File: config.mk
export PLATFORM = sky130hd
export DESIGN_NAME = uart_receiver
export DESIGN_NICKNAME = d
export VERILOG_FILES = /design/src/rtl/uart_receiver.sv
export SDC_FILE = /design/constraint.sdc
export NUM_CORES = 1
export LEC_CHECK = 0
export CAP_MARGIN = 15
export CORE_ASPECT_RATIO = 0.6
export CORE_MARGIN = 1.5
export CORE_UTILIZATION = 30
export CTS_CLUSTER_DIAMETER = 120
export CTS_CLUSTER_SIZE = 40
export DETAILED_ROUTE_END_ITERATION = 8
export PLACE_DENSITY_LB_ADDON = 0.3
export SLEW_MARGIN = 20
export SYNTH_ARGS = -nofsm -noshare
export SYNTH_HDL_FRONTEND = slang
export SYNTH_SLANG_ARGS = --single-unit
File: constraint.sdc
create_clock -name clk_i -period 3.4 [get_ports clk_i]
set_input_delay 0.85 -clock clk_i [delete_from_list [all_inputs] [get_ports clk_i]]
set_output_delay 0.85 -clock clk_i [all_outputs]
set_load 0.05 [all_outputs]
File: src/rtl/uart_receiver.sv
// UART receive stage: 16x-oversampled deserialiser (5-8 data bits, optional parity, 1/2 stops)
// feeding a first-word-fall-through RX FIFO, plus line-held-low configuration request detection.
module uart_receiver #(
    parameter int RX_FIFO_DEPTH = 64,
    parameter int COUNT_1MS     = 50000
) (
    input  logic       clk_i,
    input  logic       rst_i,
    input  logic       enable_i,
    input  logic       ov_baud_rt_i,
    input  logic       rx_i,
    input  logic [1:0] data_width_i,
    input  logic [1:0] stop_bits_number_i,
    input  logic [1:0] parity_mode_i,
    input  logic       rx_fifo_read_i,
    output logic [7:0] rx_data_o,
    output logic       rx_parity_err_o,
    output logic       rx_frame_err_o,
    output logic       rx_fifo_empty_o,
    output logic       rx_fifo_full_o,
    output logic       rx_done_o,
    output logic       overrun_o,
    output logic       config_req_slv_o,
    output logic       rx_idle_o
);

    localparam int PTR_W = $clog2(RX_FIFO_DEPTH);
    localparam int CNT_W = $clog2(COUNT_1MS + 1);

    typedef enum logic [2:0] {
        ST_IDLE,
        ST_START,
        ST_DATA,
        ST_PARITY,
        ST_STOP,
        ST_BREAK
    } state_t;

    state_t            r_state, w_state_nx;
    logic              r_rx_meta, r_rx_s;
    logic [3:0]        r_cnt_br, w_cnt_br_nx;
    logic [2:0]        r_bits, w_bits_nx;
    logic [7:0]        r_shift, w_shift_nx;
    logic              r_par_err, w_par_err_nx;
    logic              r_frm_err, w_frm_err_nx;
    logic              r_stop_cnt, w_stop_cnt_nx;
    logic [1:0]        r_width, w_width_nx;
    logic              r_two_stop, w_two_stop_nx;
    logic              r_no_par, w_no_par_nx;
    logic              r_odd, w_odd_nx;
    logic [CNT_W-1:0]  r_cnt_1ms;
    logic [PTR_W:0]    r_wr_ptr, r_rd_ptr;
    logic [9:0]        r_mem [RX_FIFO_DEPTH];

    logic              w_done;
    logic              w_break_hit;
    logic              w_push;
    logic              w_pop;
    logic              w_full;
    logic              w_empty;
    logic [2:0]        w_last_idx;
    logic [9:0]        w_push_word;
    logic [9:0]        w_head;

    // Two-flop synchroniser (idle-high) and the continuous-low counter, which saturates
    // so the configuration request pulses only once per low period.
    always_ff @(posedge clk_i) begin
        if (rst_i) begin
            r_rx_meta <= 1'b1;
            r_rx_s    <= 1'b1;
            r_cnt_1ms <= '0;
        end else begin
            r_rx_meta <= rx_i;
            r_rx_s    <= r_rx_meta;
            if (r_rx_s)
                r_cnt_1ms <= '0;
            else if (r_cnt_1ms != CNT_W'(COUNT_1MS))
                r_cnt_1ms <= r_cnt_1ms + 1'b1;
        end
    end

    assign w_break_hit = !rst_i && !r_rx_s && (r_cnt_1ms == CNT_W'(COUNT_1MS - 1));
    assign w_last_idx  = {1'b0, r_width} + 3'd4;

    always_ff @(posedge clk_i) begin
        if (rst_i) begin
            r_state    <= ST_IDLE;
            r_cnt_br   <= '0;
            r_bits     <= '0;
            r_shift    <= '0;
            r_par_err  <= 1'b0;
            r_frm_err  <= 1'b0;
            r_stop_cnt <= 1'b0;
            r_width    <= '0;
            r_two_stop <= 1'b0;
            r_no_par   <= 1'b0;
            r_odd      <= 1'b0;
        end else begin
            r_state    <= w_state_nx;
            r_cnt_br   <= w_cnt_br_nx;
            r_bits     <= w_bits_nx;
            r_shift    <= w_shift_nx;
            r_par_err  <= w_par_err_nx;
            r_frm_err  <= w_frm_err_nx;
            r_stop_cnt <= w_stop_cnt_nx;
            r_width    <= w_width_nx;
            r_two_stop <= w_two_stop_nx;
            r_no_par   <= w_no_par_nx;
            r_odd      <= w_odd_nx;
        end
    end

    always_comb begin
        w_state_nx    = r_state;
        w_cnt_br_nx   = r_cnt_br;
        w_bits_nx     = r_bits;
        w_shift_nx    = r_shift;
        w_par_err_nx  = r_par_err;
        w_frm_err_nx  = r_frm_err;
        w_stop_cnt_nx = r_stop_cnt;
        w_width_nx    = r_width;
        w_two_stop_nx = r_two_stop;
        w_no_par_nx   = r_no_par;
        w_odd_nx      = r_odd;
        w_done        = 1'b0;

        case (r_state)
            ST_IDLE: begin
                if (!r_rx_s && enable_i) begin
                    w_state_nx  = ST_START;
                    w_cnt_br_nx = '0;
                end
            end
            ST_START: begin
                if (ov_baud_rt_i) begin
                    if (r_cnt_br == 4'd7) begin
                        if (r_rx_s) begin
                            w_state_nx = ST_IDLE;
                        end else begin
                            w_state_nx    = ST_DATA;
                            w_cnt_br_nx   = '0;
                            w_bits_nx     = '0;
                            w_shift_nx    = '0;
                            w_par_err_nx  = 1'b0;
                            w_frm_err_nx  = 1'b0;
                            w_stop_cnt_nx = 1'b0;
                            w_width_nx    = data_width_i;
                            w_two_stop_nx = (stop_bits_number_i == 2'b01);
                            w_no_par_nx   = parity_mode_i[1];
                            w_odd_nx      = parity_mode_i[0];
                        end
                    end else begin
                        w_cnt_br_nx = r_cnt_br + 1'b1;
                    end
                end
            end
            ST_DATA: begin
                if (ov_baud_rt_i) begin
                    w_cnt_br_nx = r_cnt_br + 1'b1;
                    if (r_cnt_br == 4'd15) begin
                        w_shift_nx[r_bits] = r_rx_s;
                        w_bits_nx          = r_bits + 1'b1;
                        if (r_bits == w_last_idx)
                            w_state_nx = r_no_par ? ST_STOP : ST_PARITY;
                    end
                end
            end
            ST_PARITY: begin
                if (ov_baud_rt_i) begin
                    w_cnt_br_nx = r_cnt_br + 1'b1;
                    if (r_cnt_br == 4'd15) begin
                        w_par_err_nx = (r_rx_s != ((^r_shift) ^ r_odd));
                        w_state_nx   = ST_STOP;
                    end
                end
            end
            ST_STOP: begin
                if (ov_baud_rt_i) begin
                    w_cnt_br_nx = r_cnt_br + 1'b1;
                    if (r_cnt_br == 4'd15) begin
                        if (!r_rx_s)
                            w_frm_err_nx = 1'b1;
                        if (r_two_stop && !r_stop_cnt) begin
                            w_stop_cnt_nx = 1'b1;
                        end else begin
                            w_done     = 1'b1;
                            w_state_nx = ST_IDLE;
                        end
                    end
                end
            end
            ST_BREAK: begin
                if (r_rx_s)
                    w_state_nx = ST_IDLE;
            end
            default: w_state_nx = ST_IDLE;
        endcase

        // A config request abandons whatever frame is in flight.
        if (w_break_hit) begin
            w_state_nx = ST_BREAK;
            w_done     = 1'b0;
        end
        if (rst_i)
            w_done = 1'b0;
    end

    assign w_push_word = {w_frm_err_nx, r_par_err, r_shift};

    // FWFT FIFO; pointers carry one extra wrap bit to separate full from empty.
    assign w_empty = (r_wr_ptr == r_rd_ptr);
    assign w_full  = (r_wr_ptr[PTR_W] != r_rd_ptr[PTR_W]) &&
                     (r_wr_ptr[PTR_W-1:0] == r_rd_ptr[PTR_W-1:0]);
    assign w_pop   = rx_fifo_read_i && !w_empty;
    assign w_push  = w_done && (!w_full || w_pop);

    always_ff @(posedge clk_i) begin
        if (rst_i) begin
            r_wr_ptr <= '0;
            r_rd_ptr <= '0;
        end else begin
            if (w_push)
                r_wr_ptr <= r_wr_ptr + 1'b1;
            if (w_pop)
                r_rd_ptr <= r_rd_ptr + 1'b1;
        end
    end

    always_ff @(posedge clk_i) begin
        if (w_push && !rst_i)
            r_mem[r_wr_ptr[PTR_W-1:0]] <= w_push_word;
    end

    assign w_head           = r_mem[r_rd_ptr[PTR_W-1:0]];
    assign rx_data_o        = w_empty ? 8'h00 : w_head[7:0];
    assign rx_parity_err_o  = w_empty ? 1'b0  : w_head[8];
    assign rx_frame_err_o   = w_empty ? 1'b0  : w_head[9];
    assign rx_fifo_empty_o  = w_empty;
    assign rx_fifo_full_o   = w_full;
    assign rx_done_o        = w_done;
    assign overrun_o        = w_done && w_full && !w_pop;
    assign config_req_slv_o = w_break_hit;
    assign rx_idle_o        = (r_state == ST_IDLE);

endmodule
After elaboration in Yosys (flattened, before gate mapping)
Memory sizes are Yosys's and may differ from the RTL's. A register that Yosys moved wholly into a read port is not among the register bits.
Cells that the tools add are included.
Operators by class
  add/sub/neg operators: 6
  multipliers: 0
  divide/modulo/power cells: 0
  magnitude comparators: 2
  eq/ne operators: 43
  shift operators: 0
  multiplexer cells: 67
  bitwise gates (word level): 2
  reductions and logical operators: 34
Operator list (number)
  3-bit two-way mux: 19
  8-bit two-way mux: 6
  3-bit inequality test, second input constant: 12
  2-bit inequality test, second input constant: 13
  1-bit two-way mux: 25
  12-bit AND reduction: 2
  4-bit two-way mux: 5
  3-bit case mux with 6 select lines: 1
  16-bit by 1-bit adder with 16-bit output, second input constant: 1
  16-bit equality test, second input constant: 1
  16-bit inequality test, second input constant: 1
  8-bit case mux with 2 select lines: 1
  7-bit by 1-bit adder with 7-bit output, second input constant: 2
  6-bit two-way mux: 2
  4-bit case mux with 3 select lines: 1
  6-bit AND reduction: 2
  1-bit logical AND: 11
  8-bit bitwise mux: 1
  8-bit XOR reduction: 1
  7-bit equality test: 1
  7-bit AND reduction: 1
  3-bit by 2-bit equality test with 1-bit output, second input constant: 2
  3-bit equality test, second input constant: 2
  6-bit equality test: 1
  28 further kinds: 40
Word-level totals
  register bits after elaboration: 58
  latch bits: 0
  bits in writable memories: 640
  ROM bits: 0
  word-level logic and storage cells: 172
  memories kept: 1
Memories
  r_mem: words 64, width 10, read ports 1, clocked after memory_dff 1, write ports 1, line 53  | logic [9:0] r_mem [RX_FIFO_DEPTH];

Logic depth before layout (Yosys ltp)
Gate-level depths: netlist of run 1.
  depth in word-level cells: 12
  depth in mapped cells: 9

Worst setup path after synthesis of run 1
OpenSTA, ideal clock, no wires.
  kind: input to register
  from: in ov_baud_rt_i
  to: mem r_mem[0][9], data pin
  library setup time: 0.504 ns
  arrival: 2.843 ns
  required time: 2.896 ns
  setup slack: 0.053 ns
  stages: 4
  path buffers: 1
  cells stage by stage: nand3_1 > nor3_1 > buf_2 > nor2_1
Between the ends
  longest elaborated chain between the ends: 2
  elaborated cells on any way between the ends: 3
Ends and longest elaborated chain
  from (decl): line 10  | input logic ov_baud_rt_i,
  1-bit two-way mux, on equally long branches: line 178, 135
  1-bit case mux with 2 select lines *: line 127  | case (r_state)
  via w_frm_err_nx: line 45  | logic r_frm_err, w_frm_err_nx;
  to (decl): line 53
Mark *: on every way through the listed nets, which the timed path passes. The rest lies on a longest branch.

==> results.toml, run 1 <==
[logic_synthesis]
synthTopCellsByArea = "edfxtp_1 69%, mux4_2 15%, dfxtp_1 4.6%"
syn_area_um2 = 28040
yosysTopAreaCellShare_pct = 68.55
ys.warnings.count = 0
synth_nets = 1445
yosys-top-cells-count = "640 x edfxtp_1, 186 x mux4_2, 115 x nor2_1, 64 x dfxtp_1, 34 x buf_2"
synth.largest_area_cell = "edfxtp_1"
yosysSeqAreaShare_pct = 73.12
synth-edff-count = 640
yosys_most_used_dff = "edfxtp_1"
syn_inst = 1427
async_reset_ff_share_pct = 0
yosys_register_bits = 704
post-synth-top-count-cell = "edfxtp_1"
yosys.cell_types.count = 65
syn_area_per_cell_um2 = 19.65

[clocking]
cts.sinks = 704
cts_tree = "yes"
cts_buffers = 21
clk_pin_slew_ns = 0.14
clk_path_buf_depth = 3
h-tree-depth = 1
cts_root_buffer = "clkbuf_16"
insertion_delay_ns = 0.61

[worst_setup_path]
critical_path.max_fanout = 7
crit_path_top_delay_cell = "mux4_2"
path_class = "register to output port"
arrival_ns = 3.09
path_cells = "buf_12, buf_12, mux4_2, mux4_2, mux2i_2, buf_4, o22ai_4, buf_6"
cp-end-kind = "output port"
cp_data_required_time_ns = 2.55
r2r_cells = 9
cpPeakStageDelay_ns = 0.62
cp-start-kind = "register"

[die]
initial_core_util_pct = 30.40
die-area_um2 = 95360
die_w_um = 397.7
core_area_um2 = 92220
die_height_um = 239.8
boundaryPins = 28
row_count = 86

[sta]
slew_viol_final = 0
rsz0062_at_grt = "yes"
clock_skew_ns = 0.03174
setup_tns_ns = -5.064
setup_violations = 10
hold_violations = 0
finalWorstSetupSlack_ns = -0.5376
min_period_ns = 3.938
max_freq_ghz = 0.2540
post-route-period-util_pct = 115.8
max_slew_margin_pct = 27.81
holdWs_ns = 0.4326
worst_slew_pin_slew_ns = 1.079

[detailed_routing]
drt-total-wl_mm = 70.47
avgViaCountPerCell = 5.077
vias = 14090
wl_per_cell_um = 25.39
drc = 0
drtIter0Drc = 1532
ant_nets = 0
dr.pass1.iters = 5

[power]
p_int_mw = 10.48
pwr-share-clk_pct = 28.0
seq_power_share_pct = 71.5
switching_power_mw = 2.492
combPwrFrac_pct = 0.5
switching_share_pct = 19.21
p_leak_nw = 10.64
power.density_nw_per_um2 = 406.9
finalPower_mw = 12.97
ir_drop_v = 0.0002998

[status]
status = "finished, violations left"
violations = "negative setup slack"

[global_routing]
grt_pass1_vias = 14040
grt_pass1_wl_mm = 102.6
antenna_found_initial = 1
grt-ovfl-total = 0
grt_util_all_layers_pct = 14.77
grt_max_degree = 66

[min_path]
hold_class = "register to register"
whs_path_depth = 1

[placed_design]
io_buffers = 27
dp_cells = 2710
routabilityCongestion = 0.8276
dpl-instance-area_um2 = 30560
dp_hpwl_mm = 46.85
dp_slack_ns = -0.3591

[finish]
final_util_pct = 34.57
syn_to_final_growth_pct = 13.69
layout-drive-gt1-share_pct = 29.47
regArea_um2 = 20560
final_cells = 2776
nNetsFinal = 1556
fill_cells = 8570
fin_area_um2 = 31880
num_antenna_cells = 0
multi_input_area_um2 = 7328

[flow_run]
maxCapViolCount = 0
==> layer usage <==
metal | up-vias | GRT usage, % | routed length, µm
met5 | - | 0 | 0
met4 | 0 | 1.538 | 589
met3 | 32 | 5.034 | 7180
met2 | 502 | 19.93 | 28530
met1 | 7538 | 23.20 | 34180
li1 | 6021 | - | -
==> worst paths after layout <==
check | startpoint | endpoint | slack (ns)
setup / recovery | register | rx_data_o[7] | -0.54
hold reg to reg | r_rx_meta | r_rx_s | 0.43
setup reg to reg | r_cnt_br[0] | r_mem[52][3] | 0.41
hold / removal | r_rx_meta | r_rx_s | 0.43
==> power by group through the flow <==
stage          Sequential, mW  Combinational (mW)  Clock, mW
3_5_place_dp             9.48              0.0638          0
3_3_place_gp             9.48              0.0629          0
2_1_floorplan            9.48              0.0334          0
6_report                 9.28              0.0637       3.63
4_1_cts                  9.28              0.0641       3.72
5_1_grt                  9.28              0.0702       3.99
==> cells by family after synthesis <==
kind of cell	count (synthesis)	share of synthesized area, %
flops	704	73.12
simple gates	268	4.936
mux	225	16.41
compound gates	100	2.557
buf+inv	89	1.571
xor+xnor	35	1.142
fa+ha+maj	6	0.2678
==> sequential cells by signal (all words and copies together) (netlist names), named ones only <==
name and cells:
r_bits 3, r_cnt_1ms 16, r_cnt_br 4, r_frm_err 1, r_mem 640, r_no_par 1
r_odd 1, r_par_err 1, r_rd_ptr 7, r_rx_meta 1, r_rx_s 1, r_shift 8
r_state 3, r_stop_cnt 1, r_two_stop 1, r_width 2, r_wr_ptr 7
==> area by class of cell <==
cell class                 count  share of cell area [%]
clock buffer                  28                   1.731
clock inverter                 1                 0.05103
sequential                   704                   64.49
tap                         1232                   4.836
multi-input combinational    634                   22.99
inverter                      10                  0.1178
timing repair buffer         167                   5.782
==> timing repair <==
action | 4_1_cts | 5_1_grt
setup buffers | 23 | 15
endpoints found under the hold margin | 0 | 0
pin swaps | 3 | 9
setup endpoints to repair | 13 | 12
cloned | 4 | 0
resized for setup | 63 | 22
hold buffers | 0 | 0
==> cells in the final DEF, fill, tap and decap left out, drive strengths merged, types with 15 or more instances in the layout <==
master,n
nor3,16
mux4,186
xor2,18
clkbuf,28
nand2,31
nor2,116
buf,155
dfxtp,64
nand3,17
xnor2,16
a21oi,19
mux2,17
nor2b,15
mux2i,22
edfxtp,640
==> critical path, delay by kind of cell (launching register included) <==
kind,cells,cell delay (ns)
compound gates,1,0.07
mux,3,1.34
flops,1,0.40
buf+inv,4,0.64
Power figures use the tool's default switching activity.
==> run 2: changes to the inputs <==
--- a/config.mk
+++ b/config.mk
@@ -13,6 +13,7 @@
 export CTS_CLUSTER_SIZE = 40
 export DETAILED_ROUTE_END_ITERATION = 8
 export PLACE_DENSITY_LB_ADDON = 0.3
+export SKIP_LAST_GASP = 1
 export SLEW_MARGIN = 20
 export SYNTH_ARGS = -nofsm -noshare
 export SYNTH_HDL_FRONTEND = slang
==> run 2 against run 1 <==
Largest cell class unchanged. First-iteration DRC count grew 1.5%. Via count increased by 0.73%. Clock power about the same. The run still ends with negative setup slack left. Routed wire length grew 0.41%. Critical path depth unchanged. Register-to-register slack improved by 0.02 ns. Sequential power about the same. Total power is 0.12% lower.
==> results.toml, run 2 (synthesis gave the netlist of run 1 again) <==
[finish]
layout-drive-gt1-share_pct = 30.06
final_common_cell = "edfxtp_1"
final_cells = 2789
num_antenna_cells = 0
largest_reg_flops = 640
syn_to_final_growth_pct = 14.20
final_cell_mix = "640 x edfxtp_1, 186 x mux4_2, 113 x buf_4"
nNetsFinal = 1569
fill_cells = 8572
fin_area_um2 = 32020

[sta]
worst_slew_pin_slew_ns = 1.062
setup_violations = 10
hold_violations = 0
max_freq_ghz = 0.2534
min_period_ns = 3.946
clock_skew_ns = 0.02975
max_slew_margin_pct = 28.93
holdWs_ns = 0.4322
finalWorstSetupSlack_ns = -0.5464
slew_viol_final = 0
rsz0062_at_grt = "yes"
post-route-period-util_pct = 116.1

[global_routing]
grt_pass1_wl_mm = 102.5
grt_max_degree = 66
grt_util_all_layers_pct = 14.76
grt_pass1_vias = 14040
grt-ovfl-total = 0
antenna_found_initial = 1

[die]
row_count = 86
die_w_um = 397.7
boundaryPins = 28
core_area_um2 = 92220
die-area_um2 = 95360
initial_core_util_pct = 30.40
die_height_um = 239.8

[detailed_routing]
top_layer = "met4"
drc = 0
dr.pass1.iters = 7
drt-total-wl_mm = 70.76
met2_length_mm = 28.63
ant_nets = 0
drtIter0Drc = 1555
avgViaCountPerCell = 5.090
vias = 14200
wl_per_cell_um = 25.37
wl_met3_mm = 7.049
met1Wirelength_mm = 34.46

[clocking]
clk_path_buf_depth = 3
cts_tree = "yes"
cts.sinks = 704
cts_hold_buffers = 0
cts_buffers = 21
cts_root_buffer = "clkbuf_16"
h-tree-depth = 1
insertion_delay_ns = 0.60
clk_pin_slew_ns = 0.14

[min_path]
holdCritStartpoint = "r_rx_meta"
whs_path_depth = 1
hold_class = "register to register"

[power]
p_leak_nw = 10.72
finalPower_mw = 12.96
ir_drop_v = 0.0002991
pwr-share-clk_pct = 27.9
seq_power_share_pct = 71.6
switching_share_pct = 19.11
combPwrFrac_pct = 0.5
power.density_nw_per_um2 = 404.7
p_int_mw = 10.48
switching_power_mw = 2.476

[worst_setup_path]
cp_data_required_time_ns = 2.55
cp-end-kind = "output port"
path_class = "register to output port"
arrival_ns = 3.10
r2r_cells = 9
worstReg2RegStart = "r_cnt_br[0]"
critical_path.max_fanout = 14
cp-start-kind = "register"

[placed_design]
routabilityCongestion = 0.8276
io_buffers = 27
dp_hpwl_mm = 46.85
dp_cells = 2710
dpl-instance-area_um2 = 30560

[status]
status = "finished, violations left"
violations = "negative setup slack"

[flow_run]
maxCapViolCount = 0
## run 2: final timing paths
check | endpoint | slack [ns]
setup / recovery | rx_data_o[6] | -0.55
hold / removal | r_rx_s | 0.43
setup reg to reg | r_mem[52][3] | 0.43
hold reg to reg | r_rx_s | 0.43
## run 2: area by class of cell
class                   count  area, µm²  share of cell area, %
clock buffers              28      551.8                  1.723
clock inverters             1      16.27                0.05080
inverters                  10      37.54                 0.1172
multi-input cells         634       7332                  22.90
flip-flops and latches    704      20560                  64.20
well taps                1232       1541                  4.814
repair buffers            180       1982                  6.190
## run 2: through the flow
stage / util (%) / TNS, ns / setup WS [ns]
5_1_grt: 34.72 / -6.254 / -0.6580
2_1_floorplan: - / 0 / 0.05266
4_1_cts: 34.39 / -5.864 / -0.6298
3_3_place_gp: 33.14 / -120.41 / -0.2916
6_report: 34.72 / -5.149 / -0.5464
3_5_place_dp: 33.14 / -168.93 / -0.3591
## run 2: per-layer routing
metal / GRT usage [%] / vias up
met5: 0 / -
met4: 1.538 / 0
li1: - / 6045
met1: 23.29 / 7602
met3: 4.884 / 35
met2: 19.89 / 514
## run 2: worst max-delay path: stages, from the launching register on
cell      delay (ns)
dfxtp_4         0.39
buf_12          0.17
buf_16          0.18
buf_12          0.17
mux4_2          0.53
mux4_2          0.51
nand3_1         0.11
o211ai_1        0.17
buf_4           0.25
## run 2: power by group through the flow
stage | Clock, mW | Combinational [mW] | Sequential (mW)
6_report | 3.61 | 0.0639 | 9.28
5_1_grt | 3.99 | 0.0702 | 9.28
4_1_cts | 3.72 | 0.0641 | 9.28
3_5_place_dp | 0 | 0.0638 | 9.48
3_3_place_gp | 0 | 0.0629 | 9.48
2_1_floorplan | 0 | 0.0334 | 9.48
## run 2: repair_timing
item / in CTS / in global routing
setup buffers: 23 / 28
gates resized for setup: 57 / 32
setup endpoints to repair: 13 / 12
gates cloned: 4 / 0
pin swaps: 3 / 11
